$ cat src/rtl/ariane_host_finish_ctrl.sv
// End-of-test controller: latches per-hart ECALL snapshots, then reports each hart's
// cycle/instret and milli-IPC (instret*1000/cycle) one at a time over valid/ready.
module ariane_host_finish_ctrl #(
    parameter int NUM_HARTS = 2,
    parameter int HART_W    = (NUM_HARTS > 1) ? $clog2(NUM_HARTS) : 1
) (
    input  logic                      clk_i,
    input  logic                      rst_i,
    input  logic [NUM_HARTS-1:0]      ex_i,
    input  logic [64*NUM_HARTS-1:0]   cause_i,
    input  logic [64*NUM_HARTS-1:0]   cycle_i,
    input  logic [64*NUM_HARTS-1:0]   instret_i,
    output logic                      rpt_valid_o,
    input  logic                      rpt_ready_i,
    output logic [HART_W-1:0]         rpt_hart_o,
    output logic [63:0]               rpt_cycle_o,
    output logic [63:0]               rpt_instret_o,
    output logic [63:0]               rpt_mipc_o,
    output logic                      busy_o,
    output logic                      all_done_o
);

    typedef enum logic [1:0] {IDLE, DIV, REPORT} state_e;

    state_e                state;
    logic [NUM_HARTS-1:0]  pend;
    logic [NUM_HARTS-1:0]  fin;
    logic [NUM_HARTS-1:0]  fin_nxt;
    logic [NUM_HARTS-1:0]  detect;
    logic [63:0]           snap_cycle   [NUM_HARTS];
    logic [63:0]           snap_instret [NUM_HARTS];
    logic [HART_W-1:0]     sel;
    logic [HART_W-1:0]     pick;
    logic                  any_pend;
    logic                  handshake;

    // Restoring divider datapath: quo starts as the dividend and fills with quotient bits.
    logic [63:0]           divisor;
    logic [63:0]           rem;
    logic [63:0]           quo;
    logic [6:0]            cnt;
    logic [64:0]           shifted;
    logic [63:0]           diff;
    logic                  fits;
    logic [63:0]           quo_nxt;

    assign handshake = rpt_valid_o & rpt_ready_i;

    always_comb begin
        for (int h = 0; h < NUM_HARTS; h++) begin
            detect[h] = ex_i[h] && (cause_i[64*h +: 64] inside {64'h8, 64'h9, 64'hb});
        end
    end

    // NOTE: every signal written in always_comb gets a default first, so no path can infer a latch.
    always_comb begin
        pick     = '0;
        any_pend = |pend;
        for (int h = NUM_HARTS - 1; h >= 0; h--) begin
            if (pend[h]) pick = HART_W'(h);
        end
    end

    always_comb begin
        shifted = {rem, quo[63]};
        fits    = shifted >= {1'b0, divisor};
        diff    = shifted[63:0] - divisor;
        quo_nxt = {quo[62:0], fits};
        fin_nxt = fin;
        if (handshake) fin_nxt[sel] = 1'b1;
    end

    // NOTE: sequential state uses non-blocking assignments so every register samples pre-edge values.
    always_ff @(posedge clk_i) begin
        if (rst_i) begin
            state         <= IDLE;
            pend          <= '0;
            fin           <= '0;
            sel           <= '0;
            divisor       <= '0;
            rem           <= '0;
            quo           <= '0;
            cnt           <= '0;
            rpt_valid_o   <= 1'b0;
            rpt_hart_o    <= '0;
            rpt_cycle_o   <= '0;
            rpt_instret_o <= '0;
            rpt_mipc_o    <= '0;
            busy_o        <= 1'b0;
            all_done_o    <= 1'b0;
            // NOTE: the snapshot arrays are reset explicitly; a stale snapshot must never survive a reset.
            for (int h = 0; h < NUM_HARTS; h++) begin
                snap_cycle[h]   <= '0;
                snap_instret[h] <= '0;
            end
        end else begin
            for (int h = 0; h < NUM_HARTS; h++) begin
                if (detect[h] && !pend[h] && !fin[h]) begin
                    pend[h]         <= 1'b1;
                    snap_cycle[h]   <= cycle_i[64*h +: 64];
                    snap_instret[h] <= instret_i[64*h +: 64];
                end
            end
            if (handshake) pend[sel] <= 1'b0;
            fin        <= fin_nxt;
            all_done_o <= &fin_nxt;

            case (state)
                IDLE: begin
                    if (any_pend) begin
                        sel           <= pick;
                        rpt_hart_o    <= pick;
                        rpt_cycle_o   <= snap_cycle[pick];
                        rpt_instret_o <= snap_instret[pick];
                        busy_o        <= 1'b1;
                        rem           <= '0;
                        quo           <= snap_instret[pick] * 64'd1000;
                        divisor       <= snap_cycle[pick];
                        if (snap_cycle[pick] == 64'd0) begin
                            rpt_mipc_o  <= '1;
                            rpt_valid_o <= 1'b1;
                            state       <= REPORT;
                        end else begin
                            cnt   <= 7'd64;
                            state <= DIV;
                        end
                    end
                end
                DIV: begin
                    rem <= fits ? diff : shifted[63:0];
                    quo <= quo_nxt;
                    cnt <= cnt - 7'd1;
                    if (cnt == 7'd1) begin
                        rpt_mipc_o  <= quo_nxt;
                        rpt_valid_o <= 1'b1;
                        state       <= REPORT;
                    end
                end
                REPORT: begin
                    if (rpt_ready_i) begin
                        rpt_valid_o <= 1'b0;
                        busy_o      <= 1'b0;
                        state       <= IDLE;
                    end
                end
                default: state <= IDLE;
            endcase
        end
    end

endmodule

$ cat config.mk
export PLATFORM = sky130hd
export DESIGN_NAME = ariane_host_finish_ctrl
export DESIGN_NICKNAME = d
export VERILOG_FILES = /design/src/rtl/ariane_host_finish_ctrl.sv
export SDC_FILE = /design/constraint.sdc
export NUM_CORES = 2
export LEC_CHECK = 0
export BUFFER_PORTS_ARGS = -buffer_cell sky130_fd_sc_hd__buf_2
export CORE_MARGIN = 3
export CORE_UTILIZATION = 45
export DETAILED_ROUTE_END_ITERATION = 8
export GPL_TIMING_DRIVEN = 0
export PLACE_DENSITY_LB_ADDON = 0.12
export SLEW_MARGIN = 30
export SYNTH_ARGS = -nofsm -noshare
export SYNTH_HDL_FRONTEND = slang
export SYNTH_SLANG_ARGS = --single-unit
$ cat constraint.sdc
create_clock -name clk_i -period 9.78 [get_ports clk_i]
set_input_delay 1.467 -clock clk_i [delete_from_list [all_inputs] [get_ports clk_i]]
set_output_delay 1.467 -clock clk_i [all_outputs]
set_load 0.05 [all_outputs]
== Word-level counts from Yosys, hierarchy flattened ==
Memories as Yosys holds them, arrays and structs flattened.
Index checks and enable logic that the tools add are counted.
Widths: inputs -> output; s select.

* Bits in registers: 337
* Bits in writable memories: 256
* Input bits: 389
* Output and inout bits: 196
* Memories: 2

* Add/sub/neg operators: 2
* Multiply operators: 1
* $lt $le $gt $ge: 3
* Equality and inequality tests: 14
* Muxes and demuxes: 46
* Bitwise logic cells: 8
* Reductions and logical operators: 27

{| class="wikitable"
|+ Memories
! memory !! depth !! bits a word !! read ports !! clocked after Yosys merged registers in !! wr ports !! RTL line !! RTL
|-
| snap_cycle || 2 || 64 || 1 || 0 || 2 || 30 || <nowiki>logic [63:0] snap_cycle [NUM_HARTS];</nowiki>
|-
| snap_instret || 2 || 64 || 1 || 0 || 2 || 31 || <nowiki>logic [63:0] snap_instret [NUM_HARTS];</nowiki>
|}

{| class="wikitable"
|+ Operators by type and width
! cell !! number
|-
| $mux 64 || 10
|-
| $eq 64x4->1 const B || 6
|-
| $pmux 64 s2 || 3
|-
| $ge 65x64->1 || 1
|-
| $logic_not 64->1 || 1
|-
| $mul 64x7->61 const B || 1
|-
| $sub 64x64->64 || 1
|-
| $mux 1 || 20
|-
| $mux 7 || 2
|-
| $pmux 7 s2 || 1
|-
| $mux 2 || 6
|-
| $ne 2x2->1 const B || 5
|-
| $reduce_and 3->1 || 3
|-
| $reduce_bool 3->1 || 3
|-
| $eq 7x1->1 const B || 1
|-
| $logic_and 1x1->1 || 7
|-
| $sub 7x1->7 const B || 1
|-
| $pmux 2 s3 || 1
|-
| $reduce_and 2->1 || 3
|-
| $reduce_and 5->1 || 1
|-
| $logic_not 1->1 || 4
|-
| $or 1x1->1 || 4
|-
| $reduce_and 4->1 || 1
|-
| $reduce_bool 2->1 || 2
|-
| 13 further kinds || 13
|}

== Logic depth before layout (Yosys ltp) ==
* Depth after elaboration: 9
* Mapped depth: 27
* Depth with buffers taken out: 25

== Least setup slack after synthesis ==
Ideal clock, no wire load.

* Path kind: register -> register
* Start point: register pend[1]
* End point: register quo[62]
* Library setup time: 115 ps
* Arrival: 6712 ps
* Path slack: 2954 ps
* Cell stages (with the launch flop): 25
* Buffers on the path: 3
* Period minus slack after synthesis: 6826 ps
* Cell sequence: dfxtp_1 clkbuf_1 nand2_1 buf_2 buf_1 mux2i_1 xor2_1 ha_1 fa_1 inv_1 fa_1 fa_1 inv_1 ha_1 o211ai_1 o211a_1 nor4_2 o211ai_1 a2111o_1 a21oi_1 o21ai_1 o31ai_1 o21ai_1 mux2i_1 a2111oi_0

* Longest elaborated chain between the ends: 6

{| class="wikitable"
|+ RTL lines
! what !! RTL line !! RTL
|-
| from (decl) || 26 || <nowiki>logic [NUM_HARTS-1:0] pend;</nowiki>
|-
| from (signal assigned) || 77 || <nowiki>pend <= '0;</nowiki>
|-
| from (signal, indexed assignment) || 99 || <nowiki>pend[h] <= 1'b1;</nowiki>
|-
| from (signal, indexed assignment) || 104 || <nowiki>if (handshake) pend[sel] <= 1'b0;</nowiki>
|-
| $mux 1 (2 in a row) || 60 || <nowiki>if (pend[h]) pick = HART_W'(h);</nowiki>
|-
| $mem_v2 2x64 || - ||
|-
| $mul 64x7->61 || 117 || <nowiki>quo <= snap_instret[pick] * 64'd1000;</nowiki>
|-
| $mux 64 || 110 || <nowiki>if (any_pend) begin</nowiki>
|-
| $pmux 64 s2 || 108 || <nowiki>case (state)</nowiki>
|-
| to (signal assigned) || 117 ||
|-
| to (signal assigned) || 131 || <nowiki>quo <= quo_nxt;</nowiki>
|-
| to (decl) || 40 || <nowiki>logic [63:0] quo;</nowiki>
|}

Parallel ways exist; a longest one is shown, timed or not. The select of a mux whose other input is x is not followed.
A chain may end at the register's enable or synchronous reset.

== Worst setup path after layout ==
Ends and elaborated chain as after synthesis.

==> results.cfg <==
[worst_setup_path]
path_cells = clkbuf_1, nand2_1, buf_2, buf_2, mux2i_1, xor2_1, ha_1, fa_1, inv_1, fa_1, fa_1, inv_1, ha_1, o211ai_1, o211a_1, nor4_2, o211ai_1, a2111o_1, a21oi_1, o21ai_1, o31ai_1, o21ai_1, mux2i_1, a2111oi_0
endpoint = quo[62]
required_ns = 10.27
worst-r2r-setup-slack_ns = 0.75
crit_path_top_delay_cell = mux2i_1
crit_path_start = pend[1]
reg2reg_from = pend[1]
crit_type = register to register
arrival_ns = 9.52
cp_common_cell = fa_1
reg2reg_depth = 24
crit_path_start_kind = register
crit_path_max_fanout = 10
slowest_delay_ns = 0.85
rr_endpoint = quo[62]
cp-end-kind = register

[global_routing]
grt_max_degree = 42
grt.busiest_layer = met2
track_usage_pct = 29.1
grt.met3_usage_pct = 5.49
grt_first_pass_wirelength_um = 188000
use_met2_pct = 45.1
grt_pass1_vias = 30400
antenna_found_initial = 5
grt_remaining_overflow = 0
met1_usage_pct = 41.6

[route]
drt-pass1-iter-count = 5
postRouteAntennaNets = 0
wl_per_cell_um = 22.7
viasPerCell = 5.61
routed_wl_um = 127000
first_iter_violations = 2957
vias = 31400
drc_errors = 0

[logic_synthesis]
synth_cells = 3810
synth_area_per_cell_um2 = 9.62
seq_area_frac_synth_pct = 39.4
yosysMostFrequentCell = nor2_1
yosysTopAreaCellShare_pct = 21.0
synth_edf_count = 256
synthTopCellsByArea = edfxtp_1, dfxtp_1, fa_1
ys_warn_count = 0
synth_ff_type = dfxtp_1
synth_nets = 4535
yosysTopAreaCell = edfxtp_1
syn_area_um2 = 36700
synth_cell_types = 82
ys_ff_latch = 593
synth_common_cells = nor2_1, dfxtp_1, inv_1
synthArstFlopShare_pct = 0

[clock_tree]
cts_root_buf = clkbuf_16
cts_made_buffers = 70
clk_pin_slew_ns = 0.06
htreeDepth = 3
cts_tree = yes
cts-hold-fix-buffers = 0
post_cts_buffers = 0
cts_sinks = 593
clk_latency_ns = 0.63
clockBufferDepth = 3
ctsResizeCount = 0

[die]
core_um2 = 80500
die_area_um2 = 84900
initial_core_util_pct = 45.5
die_w_um = 291
rows = 104
die_h_um = 291
io_pins = 585

[power_and_ir_drop]
p_leak_nw = 18.8
vdd_drop_max_mv = 0.145
p_per_area_nw_per_um2 = 213

[sta]
grt_setup_unrepaired = no
final.setup.tns_ns = 0
maxSlewViolCount = 0
finClkSkew_ns = 0.0286
hold_violations = 0
slew_headroom_pct = 33.2
finalSetupViolCount = 0
finalCritPeriodShare_pct = 92.4
max_freq_mhz = 111
min_period_ns = 9.03
worst_slew_pin_slew_ns = 0.975
setup_ws_ns = 0.745

[cells_and_area]
fillers = 7542
num-nets-final = 5198
drive_gt1_share_pct = 18.1
area_growth_pct = 18.8

[placement]
post-place-ws_ns = 0.781
io_buffers = 584
dpl.hpwl_um = 101000
gp_congestion = 0.909

[worst_hold_path]
worstHoldPathType = register to register

[run_status]
status = completed

[flow_run]
cap_violations = 0
## cell usage in the layout (no fill, tap or decap), types with 12 or more instances in the layout
cell / Yosys / final
buf_2: 15 / 602
nor2_1: 431 / 429
dfxtp_1: 337 / 337
inv_1: 302 / 302
and2_1: 273 / 273
edfxtp_1: 256 / 256
a21oi_1: 228 / 228
a211oi_1: 223 / 223
clkbuf_1: 175 / 190
fa_1: 181 / 181
nand2_1: 176 / 174
ha_1: 155 / 155
xnor2_1: 137 / 137
o21ai_0: 108 / 108
mux2i_1: 131 / 93
a21o_1: 73 / 73
clkbuf_16: 0 / 72
nor4_1: 64 / 64
xor2_1: 50 / 50
nand4_1: 41 / 41
mux2i_2: 0 / 38
nand3_1: 38 / 38
or2_2: 34 / 34
a22oi_1: 33 / 33
maj3_1: 28 / 28
nor3_1: 28 / 28
o21bai_1: 26 / 26
o21ai_1: 23 / 23
a311oi_1: 19 / 19
a31oi_1: 15 / 15
o21a_1: 14 / 14
and3_1: 14 / 14
buf_1: 15 / 12
## registers in the layout (all words and copies together) (netlist names)
name	flops
busy_o	1
state	2
rpt_mipc_o	64
rem	64
snap_instret	128
divisor	64
fin	2
quo	64
sel	1
rpt_instret_o	64
snap_cycle	128
all_done_o	1
rpt_valid_o	1
cnt	7
pend	2
## worst max-delay path: cells and delay by family, from the launching register on
family                   cells  cell delay [ns]
AO/OA/AOI/OAI                9             2.67
XOR/XNOR                     1             0.33
adder cells (fa/ha/maj)      5             2.15
buffers and inverters        5             1.48
flip-flops                   1             0.29
multiplexers                 2             1.02
AND/OR/NAND/NOR              2             0.88
## stage by stage
step                      util, %  area (µm²)  std cells  power [W]  hold slack, ns
after global placement       50.8       40900       5454    0.00666           0.445
final                        54.0       43500       5587    0.00929           0.464
after floorplan                 -       36700       3810    0.00567           0.437
after detailed placement     51.1       41200       5461    0.00667           0.455
after global routing         54.0       43500       5587    0.00994           0.486
after CTS                    54.0       43500       5586    0.00931           0.464
## kinds of logic after synthesis
group | share of synthesized area [%]
mux | 3.67
buf+inv | 5.28
fa+ha+maj | 15.9
flops | 39.4
xor+xnor | 4.47
simple gates | 15.5
compound gates | 15.8
## how the worst min path moves through the flow
stage                  from  slack [ns]  depth (start not counted)       to
global placement    quo[50]        0.45                          2  quo[50]
global route        quo[50]        0.49                          2  quo[50]
detailed placement  quo[50]        0.46                          2  quo[50]
floorplan           quo[50]        0.44                          2  quo[50]
CTS                 quo[50]        0.46                          2  quo[50]
finish              quo[50]        0.46                          2  quo[50]
## report_power, final
group / switching (W) / total, W / internal (W)
Sequential: 0.0000300 / 0.00266 / 0.00263
Clock: 0.00109 / 0.00263 / 0.00154
Combinational: 0.00239 / 0.00400 / 0.00161
## final cells by class
cell class | count | area [µm²] | share of cell area [%]
antenna | 1 | 2.50 | 0.00575
buffer | 206 | 813 | 1.87
clock buffer | 103 | 2000 | 4.59
clock inverter | 22 | 293 | 0.673
inverter | 303 | 1140 | 2.61
multi-input combinational | 2708 | 20400 | 47.0
sequential | 593 | 14400 | 33.2
tap | 1060 | 1330 | 3.05
timing repair buffer | 591 | 3090 | 7.09
## layer usage
layer	share of wire, %	vias to the layer above
met5	0	-
met4	2.7	0
met3	8.4	165
met2	44	1264
met1	45	15200
li1	-	14700
Power figures use the tool's default switching activity.
